==> src/rtl/alu_pkg.sv <==
// Shared definitions for the 16-bit ALU datapath.
//   ALU_W        datapath width (fixed at 16)
//   alu_word_t   one datapath word
//   alu_flags_t  condition codes {C, N, Z, V}
//   fa_sum       single-bit sum function shared by the ripple and lookahead adders
package alu_pkg;

   localparam int unsigned ALU_W = 16;

   typedef logic [ALU_W-1:0] alu_word_t;

   typedef struct packed {
      logic C;
      logic N;
      logic Z;
      logic V;
   } alu_flags_t;

   function automatic logic fa_sum(input logic a, input logic b, input logic ci);
      return a ^ b ^ ci;
   endfunction

endpackage

==> src/rtl/full_adder.sv <==
// One-bit full adder used as the ripple-chain stage.
//   a, b  operand bits
//   ci    carry in
//   s     sum bit
//   co    carry out
module full_adder
   import alu_pkg::*;
(
   input  logic a,
   input  logic b,
   input  logic ci,
   output logic s,
   output logic co
);

   assign s  = fa_sum(a, b, ci);
   assign co = (a & b) | (ci & (a ^ b));

endmodule

==> src/rtl/sixteen_bit_alu.sv <==
// Registered 16-bit adder with carry-in and C/N/Z/V condition codes.
//   clk       rising-edge clock
//   rst       asynchronous active-high reset; clears sum and all flags (Z too)
//   cin       carry into bit 0
//   A, B      operands
//   sum       registered (A + B + cin) mod 2^16
//   C,N,Z,V   registered carry, negative, zero and signed-overflow flags
// Build option: define ALU_CLA_EN for a 4x4-bit carry-lookahead adder; otherwise
// a 16-stage ripple chain of full_adder cells is used. Both give identical results.
module sixteen_bit_alu
   import alu_pkg::*;
(
   input  logic             clk,
   input  logic             rst,
   input  logic             cin,
   input  logic [ALU_W-1:0] A,
   input  logic [ALU_W-1:0] B,
   output logic [ALU_W-1:0] sum,
   output logic             C,
   output logic             N,
   output logic             Z,
   output logic             V
);

   alu_word_t  sum_d, sum_q;
   alu_flags_t flags_d, flags_q;
   logic       carry_out;

`ifdef ALU_CLA_EN
   logic [ALU_W-1:0] g, p;
   logic [ALU_W-1:0] c;
   logic [3:0]       gg, gp;
   logic [4:0]       gc;

   always_comb begin
      g  = A & B;
      p  = A ^ B;
      gg = '0;
      gp = '0;
      for (int j = 0; j < 4; j++) begin
         gg[j] = g[4*j+3]
               | (p[4*j+3] & g[4*j+2])
               | (p[4*j+3] & p[4*j+2] & g[4*j+1])
               | (p[4*j+3] & p[4*j+2] & p[4*j+1] & g[4*j]);
         gp[j] = &p[4*j +: 4];
      end

      // Lookahead carry unit: group carries straight from group G/P and cin.
      gc[0] = cin;
      gc[1] = gg[0] | (gp[0] & gc[0]);
      gc[2] = gg[1] | (gp[1] & gg[0]) | (gp[1] & gp[0] & gc[0]);
      gc[3] = gg[2] | (gp[2] & gg[1]) | (gp[2] & gp[1] & gg[0])
            | (gp[2] & gp[1] & gp[0] & gc[0]);
      gc[4] = gg[3] | (gp[3] & gg[2]) | (gp[3] & gp[2] & gg[1])
            | (gp[3] & gp[2] & gp[1] & gg[0])
            | (gp[3] & gp[2] & gp[1] & gp[0] & gc[0]);

      // Bit carries inside each group, looked ahead from the group carry-in.
      c = '0;
      for (int j = 0; j < 4; j++) begin
         c[4*j]   = gc[j];
         c[4*j+1] = g[4*j] | (p[4*j] & gc[j]);
         c[4*j+2] = g[4*j+1] | (p[4*j+1] & g[4*j]) | (p[4*j+1] & p[4*j] & gc[j]);
         c[4*j+3] = g[4*j+2] | (p[4*j+2] & g[4*j+1]) | (p[4*j+2] & p[4*j+1] & g[4*j])
                  | (p[4*j+2] & p[4*j+1] & p[4*j] & gc[j]);
      end

      sum_d = '0;
      for (int k = 0; k < ALU_W; k++) begin
         sum_d[k] = fa_sum(A[k], B[k], c[k]);
      end
      carry_out = gc[4];
   end
`else
   logic [ALU_W:0] carry;

   assign carry[0] = cin;

   for (genvar i = 0; i < ALU_W; i++) begin : g_ripple
      full_adder u_fa (
         .a  (A[i]),
         .b  (B[i]),
         .ci (carry[i]),
         .s  (sum_d[i]),
         .co (carry[i+1])
      );
   end

   assign carry_out = carry[ALU_W];
`endif

   always_comb begin
      flags_d   = '0;
      flags_d.C = carry_out;
      flags_d.N = sum_d[ALU_W-1];
      flags_d.Z = ~|sum_d;
      // Overflow: like-signed operands producing a result of the other sign.
      flags_d.V = (A[ALU_W-1] == B[ALU_W-1]) && (sum_d[ALU_W-1] != A[ALU_W-1]);
   end

   // Z clears on reset to mean "no result yet", even though sum reads zero.
   always_ff @(posedge clk or posedge rst) begin
      if (rst) begin
         sum_q   <= '0;
         flags_q <= '0;
      end else begin
         sum_q   <= sum_d;
         flags_q <= flags_d;
      end
   end

   assign sum = sum_q;
   assign C   = flags_q.C;
   assign N   = flags_q.N;
   assign Z   = flags_q.Z;
   assign V   = flags_q.V;

endmodule

==> config.mk <==
export PLATFORM = sky130hd
export DESIGN_NAME = sixteen_bit_alu
export DESIGN_NICKNAME = d
export VERILOG_FILES = /design/src/rtl/alu_pkg.sv /design/src/rtl/full_adder.sv /design/src/rtl/sixteen_bit_alu.sv
export SDC_FILE = /design/constraint.sdc
export NUM_CORES = 1
export LEC_CHECK = 0
export CAP_MARGIN = 5
export CORE_MARGIN = 5
export CORE_UTILIZATION = 37
export DETAILED_ROUTE_END_ITERATION = 16
export HOLD_SLACK_MARGIN = 0.03
export PLACE_DENSITY = 0.83
export SYNTH_ARGS = -nofsm -noshare
export SYNTH_HDL_FRONTEND = slang
export SYNTH_SLANG_ARGS = --single-unit
==> constraint.sdc <==
create_clock -name clk -period 0.8 [get_ports clk]
set_input_delay 0.16 -clock clk [delete_from_list [all_inputs] [get_ports clk]]
set_output_delay 0.16 -clock clk [all_outputs]
set_load 0.005 [all_outputs]
==> metrics.txt <==
Initial Util 38.3%; GR Overflow Total 0; Port Buf Inserts 54; Overall Power 0.00247 W; Synth area leaders dfrtp_1 (51%), fa_1 (34%), inv_1 (6.4%); cts hold-fix bufs 0; chip height 60.2 µm; CTS buffer count 3; Crit Path Max Fanout 3; fin worst setup slack -5.09 ns; status finished, violations left; WL/cell 14.0 µm; # nets final 173; Top delay family on crit path adder cells; Syn Nets 112; leading area contributor after synthesis dfrtp_1; area post-placement 1580 µm²; clk slew on worst S/H paths 0.10 ns; layout cells sized above 1 48.3%; row cnt 18; Critical Path RT 0.98 ns; cells after synthesis 60; async set-reset flop share out of synthesis 100%; number of global-route vias before repair 754; final instance area 1530 µm²; final worst-path cycle share 736%; CTS tree yes; most common cell in the synthesized netlist dfrtp_1; vias 639; Syn. warnings 0; Rel. slew slack 88.5%; root buffer cell clkbuf_4; RSZ-0062 raised after global routing true; Pwr per Cell Area 1610 nW/µm²; GPL Wtd Cong 0.710; Seq/Total Area, Yosys 51.0%; Synth top area share 51.0%; ys flop type dfrtp_1; synth unique cells 10; initial drt markers 6; Total Wirelength 2100 µm; max incr delay on CP 0.46 ns; Crit path arrival time 6.07 ns; Detailed Place HPWL 1830 µm; Post-route DRC 0; CP startpoint kind primary input; Fmax achieved 0.170 GHz; Flop pwr share 47.6%; initial antenna violation count 0; failing checks setup timing; Layout Cells excl Fill 150; drt pass-1 iters 2; CTS max path bufs 2; H-tree depth 1; post-route ant nets 0; Pint 0.00179 W; antenna fix cells 0; min cycle time layout 5.89 ns; GRT Util Overall 12.1%; Post-synth top cells dfrtp_1 (19), fa_1 (16), inv_1 (16); switching part of the total 27.5%; Avg Inst Size Synth 15.5 µm²; Min Hold Slack 0.192 ns; maximum VDD drop 0.952 mV; placed cells 145; I/O Pins 55; WS Path Type in2reg; EDFF count, synth 0; CP most frequent cell fa_2; Comb power frac 34.4%; CP Cell Sequence buf_8, inv_12, fa_2, inv_2, fa_2, fa_2, fa_2, fa_2, fa_2, fa_2, fa_2, fa_2, fa_2, fa_2, fa_2, inv_2, fa_2, inv_2, fa_2, fa_2, inv_2, fa_2, xor2_1, nor2_1; Finished Core Util 63.1%; Hold Path Class in2async; first-pass GRT wire length 3230 µm; Worst Path Buf+Inv 6; endpoints failing hold 0; area grow syn2layout 64.6%; CP max-delay cell fa_2; Switch Pwr 0.000680 W; CP endpoint kind flip-flop; Slew Limit Fails 0; Synth Register Bits 19; largest net degree at the start of global routing 20; core region area 2430 µm²; Static Leak 0.698 nW; Clk pwr share 18.0%; Vias per Instance 4.26; final setup violation count 38; clock sink count 19; die area 3620 µm²; max-cap violations 0; Worst-Margin Slew 0.170 ns; area of the mapped netlist 932 µm²; Die X 60.2 µm
[cell usage in the layout (no fill, tap or decap), types with 2 or more instances in the layout]
master and count:
buf_2 21, clkbuf_4 3, fa_2 16, inv_2 8
clkdlybuf4s50_1 29, dlygate4sd2_1 2, dfrtp_1 19, buf_4 2
or4_1 2, inv_1 6
[final cells by class]
type / count / area [µm²]
Sequential cell: 19 / 475
Tap cell: 30 / 37.5
Clock inverter: 1 / 5.00
Fill cell: 191 / 898
Inverter: 16 / 77.6
Clock buffer: 3 / 22.5
Timing Repair Buffer: 57 / 474
Multi-Input combinational cell: 24 / 442
[timing repair]
action,in CTS,in global routing
endpoints found under the setup margin,39,38
pin swaps,3,4
hold endpoints to repair,0,0
resized for setup,103,4
buffers inserted,0,1
[final timing paths]
path	start	endpoint	slack, ns	cells after the start
hold / removal	rst	sum[14]$_DFF_PP0_	0.19	3
setup / recovery	A[0]	V$_DFF_PP0_	-5.09	24
min in group clk	B[0]	sum[0]$_DFF_PP0_	0.30	4
max in group asynchronous	rst	sum[6]$_DFF_PP0_	0.48	3
[sequential cells by signal, summed over array words and instances, names as in the netlist]
register  count
V             1
sum          15
N             1
Z             1
C             1
[worst min-delay path: stages]
cell             delay, ns
clkdlybuf4s50_1       0.40
inv_1                 0.10
buf_12                0.16
[through the flow]
stage,worst slack [ns],TNS [ns]
2_1_floorplan,-5.06,-53.37
3_3_place_gp,-5.76,-69.26
3_5_place_dp,-5.86,-70.81
4_1_cts,-5.08,-55.09
5_1_grt,-5.20,-56.61
6_report,-5.09,-54.82
[power groups by stage]
stage	sequential, W	combinational [W]	clock, W
after floorplan	0.00122	0.000289	0
after global placement	0.00120	0.000972	0
after detailed placement	0.00121	0.000994	0
after CTS	0.00118	0.000835	0.000463
after global routing	0.00120	0.000947	0.000494
final	0.00118	0.000850	0.000446
[routing by layer]
layer,up-vias,track usage (%),wire length (µm)
li1,295,-,-
met1,312,15.0,730
met2,30,20.5,1130
met3,2,3.24,229
met4,0,3.80,10
met5,-,0,0
[kinds of logic after synthesis]
logic type	Yosys count	share of synthesized area, %
flops	19	51.0
buf+inv	17	7.25
fa+ha+maj	17	35.7
simple gates	6	5.10
xor+xnor	1	0.940
(Power assumes the default switching activity.)
